`src/rtl/program_loader.sv`:
```
// program_loader: UART-side program loader.
// Watches received UART bytes for the 'L' (start) and 'E' (end) commands.
// Between them it packs bytes big-endian into instruction words and writes
// them to consecutive instruction-memory addresses. It raises
// o_program_loaded once the program is in memory.
//
// Ports:
//   i_clock           system clock
//   i_reset           asynchronous active-low reset
//   i_rx_data         received byte, valid while i_rx_done=1
//   i_rx_done         one-cycle strobe, new byte available
//   o_imem_wr_en      one-cycle instruction memory write strobe
//   o_imem_addr       word address of the current write
//   o_imem_wr_data    assembled instruction word
//   o_loading         high while in LOAD
//   o_program_loaded  high while in DONE
//   o_overflow        sticky, a completed word was dropped because memory is full
//   o_word_count      words written since the last 'L'
module program_loader #(
  parameter int NB_DATA   = 32,
  parameter int NB_BYTE   = 8,
  parameter int MEM_DEPTH = 64,
  parameter int NB_ADDR   = $clog2(MEM_DEPTH)
) (
  input  logic               i_clock,
  input  logic               i_reset,
  input  logic [NB_BYTE-1:0] i_rx_data,
  input  logic               i_rx_done,
  output logic               o_imem_wr_en,
  output logic [NB_ADDR-1:0] o_imem_addr,
  output logic [NB_DATA-1:0] o_imem_wr_data,
  output logic               o_loading,
  output logic               o_program_loaded,
  output logic               o_overflow,
  output logic [NB_ADDR:0]   o_word_count
);

  localparam int unsigned NB_SHIFT = NB_DATA - NB_BYTE;
  localparam logic [NB_BYTE-1:0] CMD_L = NB_BYTE'(8'h4C);
  localparam logic [NB_BYTE-1:0] CMD_E = NB_BYTE'(8'h45);
  localparam logic [NB_ADDR:0]   FULL  = (NB_ADDR+1)'(MEM_DEPTH);

  typedef enum logic [1:0] {
    ST_IDLE = 2'd0,
    ST_LOAD = 2'd1,
    ST_DONE = 2'd2
  } state_t;

  state_t              state;
  logic [1:0]          byte_idx;
  // Only the three leading bytes need storing; the fourth arrives on i_rx_data.
  logic [NB_SHIFT-1:0] shift_reg;
  logic [NB_DATA-1:0]  next_word;

  assign next_word = {shift_reg, i_rx_data};

  // Loader state machine with registered outputs.
  always_ff @(posedge i_clock or negedge i_reset) begin
    if (!i_reset) begin
      state            <= ST_IDLE;
      byte_idx         <= 2'd0;
      shift_reg        <= '0;
      o_imem_wr_en     <= 1'b0;
      o_imem_addr      <= '0;
      o_imem_wr_data   <= '0;
      o_loading        <= 1'b0;
      o_program_loaded <= 1'b0;
      o_overflow       <= 1'b0;
      o_word_count     <= '0;
    end else begin
      o_imem_wr_en <= 1'b0;
      case (state)
        ST_IDLE, ST_DONE: begin
          // 'L' starts a fresh load from either idle or done.
          if (i_rx_done && (i_rx_data == CMD_L)) begin
            state            <= ST_LOAD;
            o_loading        <= 1'b1;
            o_program_loaded <= 1'b0;
            o_word_count     <= '0;
            o_imem_addr      <= '0;
            byte_idx         <= 2'd0;
            shift_reg        <= '0;
            o_overflow       <= 1'b0;
          end
        end
        ST_LOAD: begin
          if (i_rx_done) begin
            // 'E' is a command only at a word boundary; elsewhere it is data.
            if ((byte_idx == 2'd0) && (i_rx_data == CMD_E)) begin
              state            <= ST_DONE;
              o_loading        <= 1'b0;
              o_program_loaded <= 1'b1;
            end else begin
              shift_reg <= next_word[NB_SHIFT-1:0];
              byte_idx  <= byte_idx + 2'd1;
              if (byte_idx == 2'd3) begin
                if (o_word_count != FULL) begin
                  o_imem_wr_en   <= 1'b1;
                  o_imem_addr    <= o_word_count[NB_ADDR-1:0];
                  o_imem_wr_data <= next_word;
                  o_word_count   <= o_word_count + (NB_ADDR+1)'(1);
                end else begin
                  o_overflow <= 1'b1;
                end
              end
            end
          end
        end
        default: begin
          state     <= ST_IDLE;
          o_loading <= 1'b0;
        end
      endcase
    end
  end

endmodule

```
`config.mk`:
```
export PLATFORM = sky130hd
export DESIGN_NAME = program_loader
export DESIGN_NICKNAME = d
export VERILOG_FILES = /design/src/rtl/program_loader.sv
export SDC_FILE = /design/constraint.sdc
export NUM_CORES = 1
export LEC_CHECK = 0
export CAP_MARGIN = 40
export CORE_MARGIN = 5
export CORE_UTILIZATION = 52
export DETAILED_ROUTE_END_ITERATION = 6
export PLACE_DENSITY = 0.79
export SLEW_MARGIN = 20
export SYNTH_ARGS = -nofsm -noshare
export SYNTH_HDL_FRONTEND = slang
export SYNTH_SLANG_ARGS = --single-unit
```
`constraint.sdc`:
```
create_clock -name i_clock -period 2.66 [get_ports i_clock]
set_input_delay 0.532 -clock i_clock [delete_from_list [all_inputs] [get_ports i_clock]]
set_output_delay 0.532 -clock i_clock [all_outputs]
set_load 0.03 [all_outputs]
```
## Word level (Yosys, flattened, before mapping)

Cells that the tools add are included.

- Register bits: 77
- Bits in latches: 0
- Bits in writable memories: 0
- Bits in read-only memories: 0
- Bits of input ports: 11
- Output and inout port bits: 49
- Word-level logic and storage cells: 80
- Memories: 0

- $add $sub $neg: 2
- Multipliers: 0
- Div/mod/pow operators: 0
- $lt $le $gt $ge: 0
- Equal/unequal tests: 13
- Shift operators: 0
- Mux-type cells: 42
- Bitwise operators: 1
- Reductions and logical operators: 12

Operators with widths:

| kind | count |
|---|---|
| $mux W24 | 3 |
| $pmux W24 S2 | 1 |
| $mux W7 | 5 |
| $mux W6 | 5 |
| $eq A8 B7 Y1 const B | 2 |
| $mux W1 | 15 |
| $ne A2 B2 Y1 const B | 7 |
| $pmux W7 S2 | 1 |
| $mux W2 | 6 |
| $pmux W6 S2 | 1 |
| $reduce_and A6 Y1 | 2 |
| $pmux W2 S2 | 2 |
| $reduce_and A4 Y1 | 2 |
| $add A7 B1 Y7 const B | 1 |
| $ne A7 B7 Y1 const B | 1 |
| $pmux W1 S2 | 3 |
| $reduce_and A5 Y1 | 1 |
| $eq A2 B2 Y1 const B | 2 |
| $logic_not A2 Y1 | 2 |
| $reduce_and A3 Y1 | 1 |
| $add A2 B1 Y2 const B | 1 |
| $eq A2 B1 Y1 const B | 1 |
| $logic_and A1 B1 Y1 | 2 |
| $reduce_bool A2 Y1 | 1 |
| 2 further kinds | 2 |

## Logic depth before layout (Yosys ltp)

Gate-level depths: netlist of the first run.

- Word-level depth: 6
- Depth in mapped cells: 7

## Worst setup path before layout of the first run

No wires, ideal clock.

- Path kind: input-to-reg
- From: in i_rx_data[7]
- To: reg o_imem_addr[0]
- Arrival time: 2.310 ns
- Required time: 2.535 ns
- Path slack: 0.226 ns
- Stages on the path: 5
- Buffers on the path: 1
- Cell sequence: or4b_4 or4_4 buf_6 a22oi_4 mux2_2

- Longest elaborated chain between the ends: 4
- Elaborated cells on any way between the ends: 7
- Classes of those cells: eq/ne (4); reduce/logical (3)

Ends and longest elaborated chain:

| element | RTL line | source |
|---|---|---|
| from (decl) | 27 | `input logic [NB_BYTE-1:0] i_rx_data,` |
| $eq A8 B7 Y1, on equally long branches | 89, 75 |  |
| $logic_and A1 B1 Y1, on equally long branches | 89, 75 |  |
| $ne A2 B2 Y1 (no line) | -- |  |
| $reduce_and A6 Y1 (no line) (*) | -- |  |
| to (signal assigned) | 99 | `o_imem_addr <= o_word_count[NB_ADDR-1:0];` |
| to (decl) | 30 | `output logic [NB_ADDR-1:0] o_imem_addr,` |

Every way passes the cells marked *; elsewhere a longest branch is shown, timed or not.
A chain may end at the register's enable or synchronous reset.

## Final worst setup path of the first run

- From: in i_rx_data[7]
- To: reg o_imem_addr[1]

The elaborated chain is that of the path after synthesis.

==> run metrics, run 1 <==
status finished clean; clock latency on the worst-skew pair 330 ps; vias in the first global route ~2400; fmax just under 400 MHz; TritonCTS Buffers 9; CTS HTree Levels 3; FF-to-FF setup slack 400 ps; Async S/R FF share, synth 100%; Synth Warn # 0; drt via density 5.76; postcts setup bufs 0; antenna violations before repair 0; simple-gate share of the synthesized area 7.83%; Synth Area in XOR/XNOR 0%; DRC viols 0; Fin. Hold Viols 0; Largest delay share family, worst path simple AND/OR/NAND/NOR gates; post-route setup slack ~120 ps; Wirelength per Cell 17.3 um; Cell Rows 28; Max Root-Sink Buffers 2; most frequently used flop master after synthesis dfrtp_1; Clk pin slew, worst setup/hold paths 80 ps; Die H 89.2 um; Req. time, crit path approximately 2900 ps; post-synth top area share 59.1%; Final nets 340; n_diodes 0; DP Wirelength 5010 um; global-route wire length before repair 12000 um; placed cells between 300 and 400; Flop pwr share 48.9%; number of placed I/O pins 60; max incr delay on CP 560 ps; post-route cell area 4210 um2; Post-Synth Adder-Cell Area 1.54%; clock sink total 77; worst hold path class in2async; EDFF count, synth 0; 1st-iter DRT viols around 150; Buf/Inv on CP 1; NetSw around 0.0012 W; Core Region 5990 um2; max cap viols 0; post-layout min period 2540 ps; Crit Path Class in2reg; worst clock skew just under 8 ps; global route overflow 0; leakage between 1.5 and 2 nW; post-synthesis mux area share 13.8%; #FFs+latches synth 77; Gates resized, CTS repair 0; cell count after synthesis 249; worst-path cell chain clkdlybuf4s50_1 > or4b_4 > or4_4 > a22oi_4 > mux2_2; final core utilization 70.3%; Worst path slowest cell or4_4; total die area just under 8000 um2; proportion of layout cells with a drive suffix above 1 26.1%; post-synth cell types 45; P per Cell Area 802 nW/um2; Fillers 431; detailed-route wire length 6990 um; main area contributors after synthesis dfrtp_1 (59%), mux2_2 (13%), a22o_1 (6.2%), a221oi_1 (1.6%), ha_1 (1.5%); sequential area share after synthesis between 50% and 60%; RSZ-0062 raised after global routing no; Slew headroom between 60 and 70%; Worst VDD drop 480 uV; Global Route Usage Sum 19.9%; CTS tree built; Sw Ratio 34.3%; final setup fails 0; iteration count of the initial detailed-routing pass 4; largest net degree at the start of global routing between 40 and 50; crit path max fanout 7; # port buffers 59; Compound-Gate Fraction of Synth Area 14.1%; clock power share a little over a fifth; largest family of logic cells by synthesized area compound AO/OA/AOI/OAI gates; Gate power share 29.3%; Die W ~89 um; via count 2326; DP Area 4050 um2; max reg flops 32; most common cell in the netlist dfrtp_1; syn_area_per_cell 13.1 um2; CTS root buf clkbuf_8; Final GP Congestion 0.864; part of the cycle the worst path needs 95.6%; Synth area leader dfrtp_1; # hold bufs at CTS 0; top cells by count, synth dfrtp_1 (77), mux2_2 (39), a22o_1 (23); Slew @ Worst Pin 552 ps; CP Data Arrival Time ~2800 ps; final std cells w/o fill between 400 and 500; synthesized cell area around 3300 um2; Post-DRT Antenna Nets 0; dpl ws -242 ps; internal power 0.00222 W; Syn-to-layout area delta 29.3%; crit start category input pin; Synthesized Nets about 260; initial core utilization 54.4%; Crit. End Element flop; Max Slew Vio Count 0
-- worst paths after layout --
check                                       startpoint  cells after the start                        endpoint
max                                       i_rx_data[7]                      5      o_imem_addr[1]$_DFFE_PN0P_
min                                            i_reset                      1      o_imem_addr[1]$_DFFE_PN0P_
max reg2reg                o_word_count[3]$_DFFE_PN0P_                      6  o_imem_wr_data[27]$_DFFE_PN0P_
min reg2reg                  shift_reg[22]$_DFFE_PN0P_                      1       shift_reg[22]$_DFFE_PN0P_
max in group asynchronous                      i_reset                      2  o_imem_wr_data[27]$_DFFE_PN0P_
min in group i_clock         shift_reg[22]$_DFFE_PN0P_                      1       shift_reg[22]$_DFFE_PN0P_
-- logic make-up after synthesis --
family / Yosys count
fa+ha+maj: 4
compound gates: 55
buf+inv: 27
simple gates: 46
flops: 77
mux: 40
-- worst reg2reg max path, cell delays in order (launching register included) --
cell,delay (ps)
dfrtp_1,440
or4_1,610
or2_2,340
nand3_1,160
buf_12,200
inv_2,110
mux2_2,290
-- per-stage QoR --
stage | hold slack, ps | total power (W) | setup TNS (ps)
floorplan | 236 | 0.00222 | 0
detailed placement | 487 | 0.00266 | -2810
finish | 171 | 0.00338 | 0
CTS | 176 | 0.00341 | 0
global placement | 483 | 0.00262 | -1700
global route | 211 | 0.00359 | 0
-- placed cells by master (no fill, tap or decap), types with 2 or more instances in the layout --
master / instances
a21oi_1: 4
a221oi_1: 6
a22o_1: 23
a31oi_1: 2
and3_1: 3
buf_12: 2
buf_4: 18
clkbuf_8: 9
clkdlybuf4s50_1: 58
clkinv_2: 3
dfrtp_1: 77
ha_1: 4
inv_1: 13
mux2_2: 39
nand2_1: 10
nand2b_1: 3
nand3_1: 4
nand4_1: 2
nor2_1: 11
nor2b_1: 3
o21ai_0: 2
o22ai_1: 5
-- power groups by stage --
stage          clock network [W]  logic, W  registers, W
6_report                0.000738  0.000990       0.00165
5_1_grt                 0.000821   0.00107       0.00169
4_1_cts                 0.000763  0.000998       0.00165
3_5_place_dp                   0  0.000995       0.00167
3_3_place_gp                   0  0.000963       0.00166
2_1_floorplan                  0  0.000398       0.00182
-- cell type report --
type | instances | area [um2] | area share [%]
sequential | 77 | 1930 | 45.7
multi-input combinational | 145 | 1220 | 29.0
timing repair buffer | 78 | 756 | 17.9
clock buffer | 9 | 124 | 2.94
tap | 75 | 93.8 | 2.23
inverter | 14 | 52.6 | 1.25
clock inverter | 6 | 40.0 | 0.950
-- routing by layer --
metal | up-vias | share of wire (%) | track usage, %
met5 | - | 0 | 0
met4 | 0 | 0.87 | 6.50
met3 | 8 | 5.4 | 3.32
met2 | 78 | 49 | 30.8
met1 | 1175 | 45 | 28.9
li1 | 1065 | - | -
Note: power is estimated with default switching activity, not from simulation.
==> inputs of run 2 (changes only) <==
Settings changed: ABC_CLOCK_PERIOD_IN_PS from default to 2660.
==> results of run 2 <==
Final layout, timing and power as in run 1 (identical DEF).
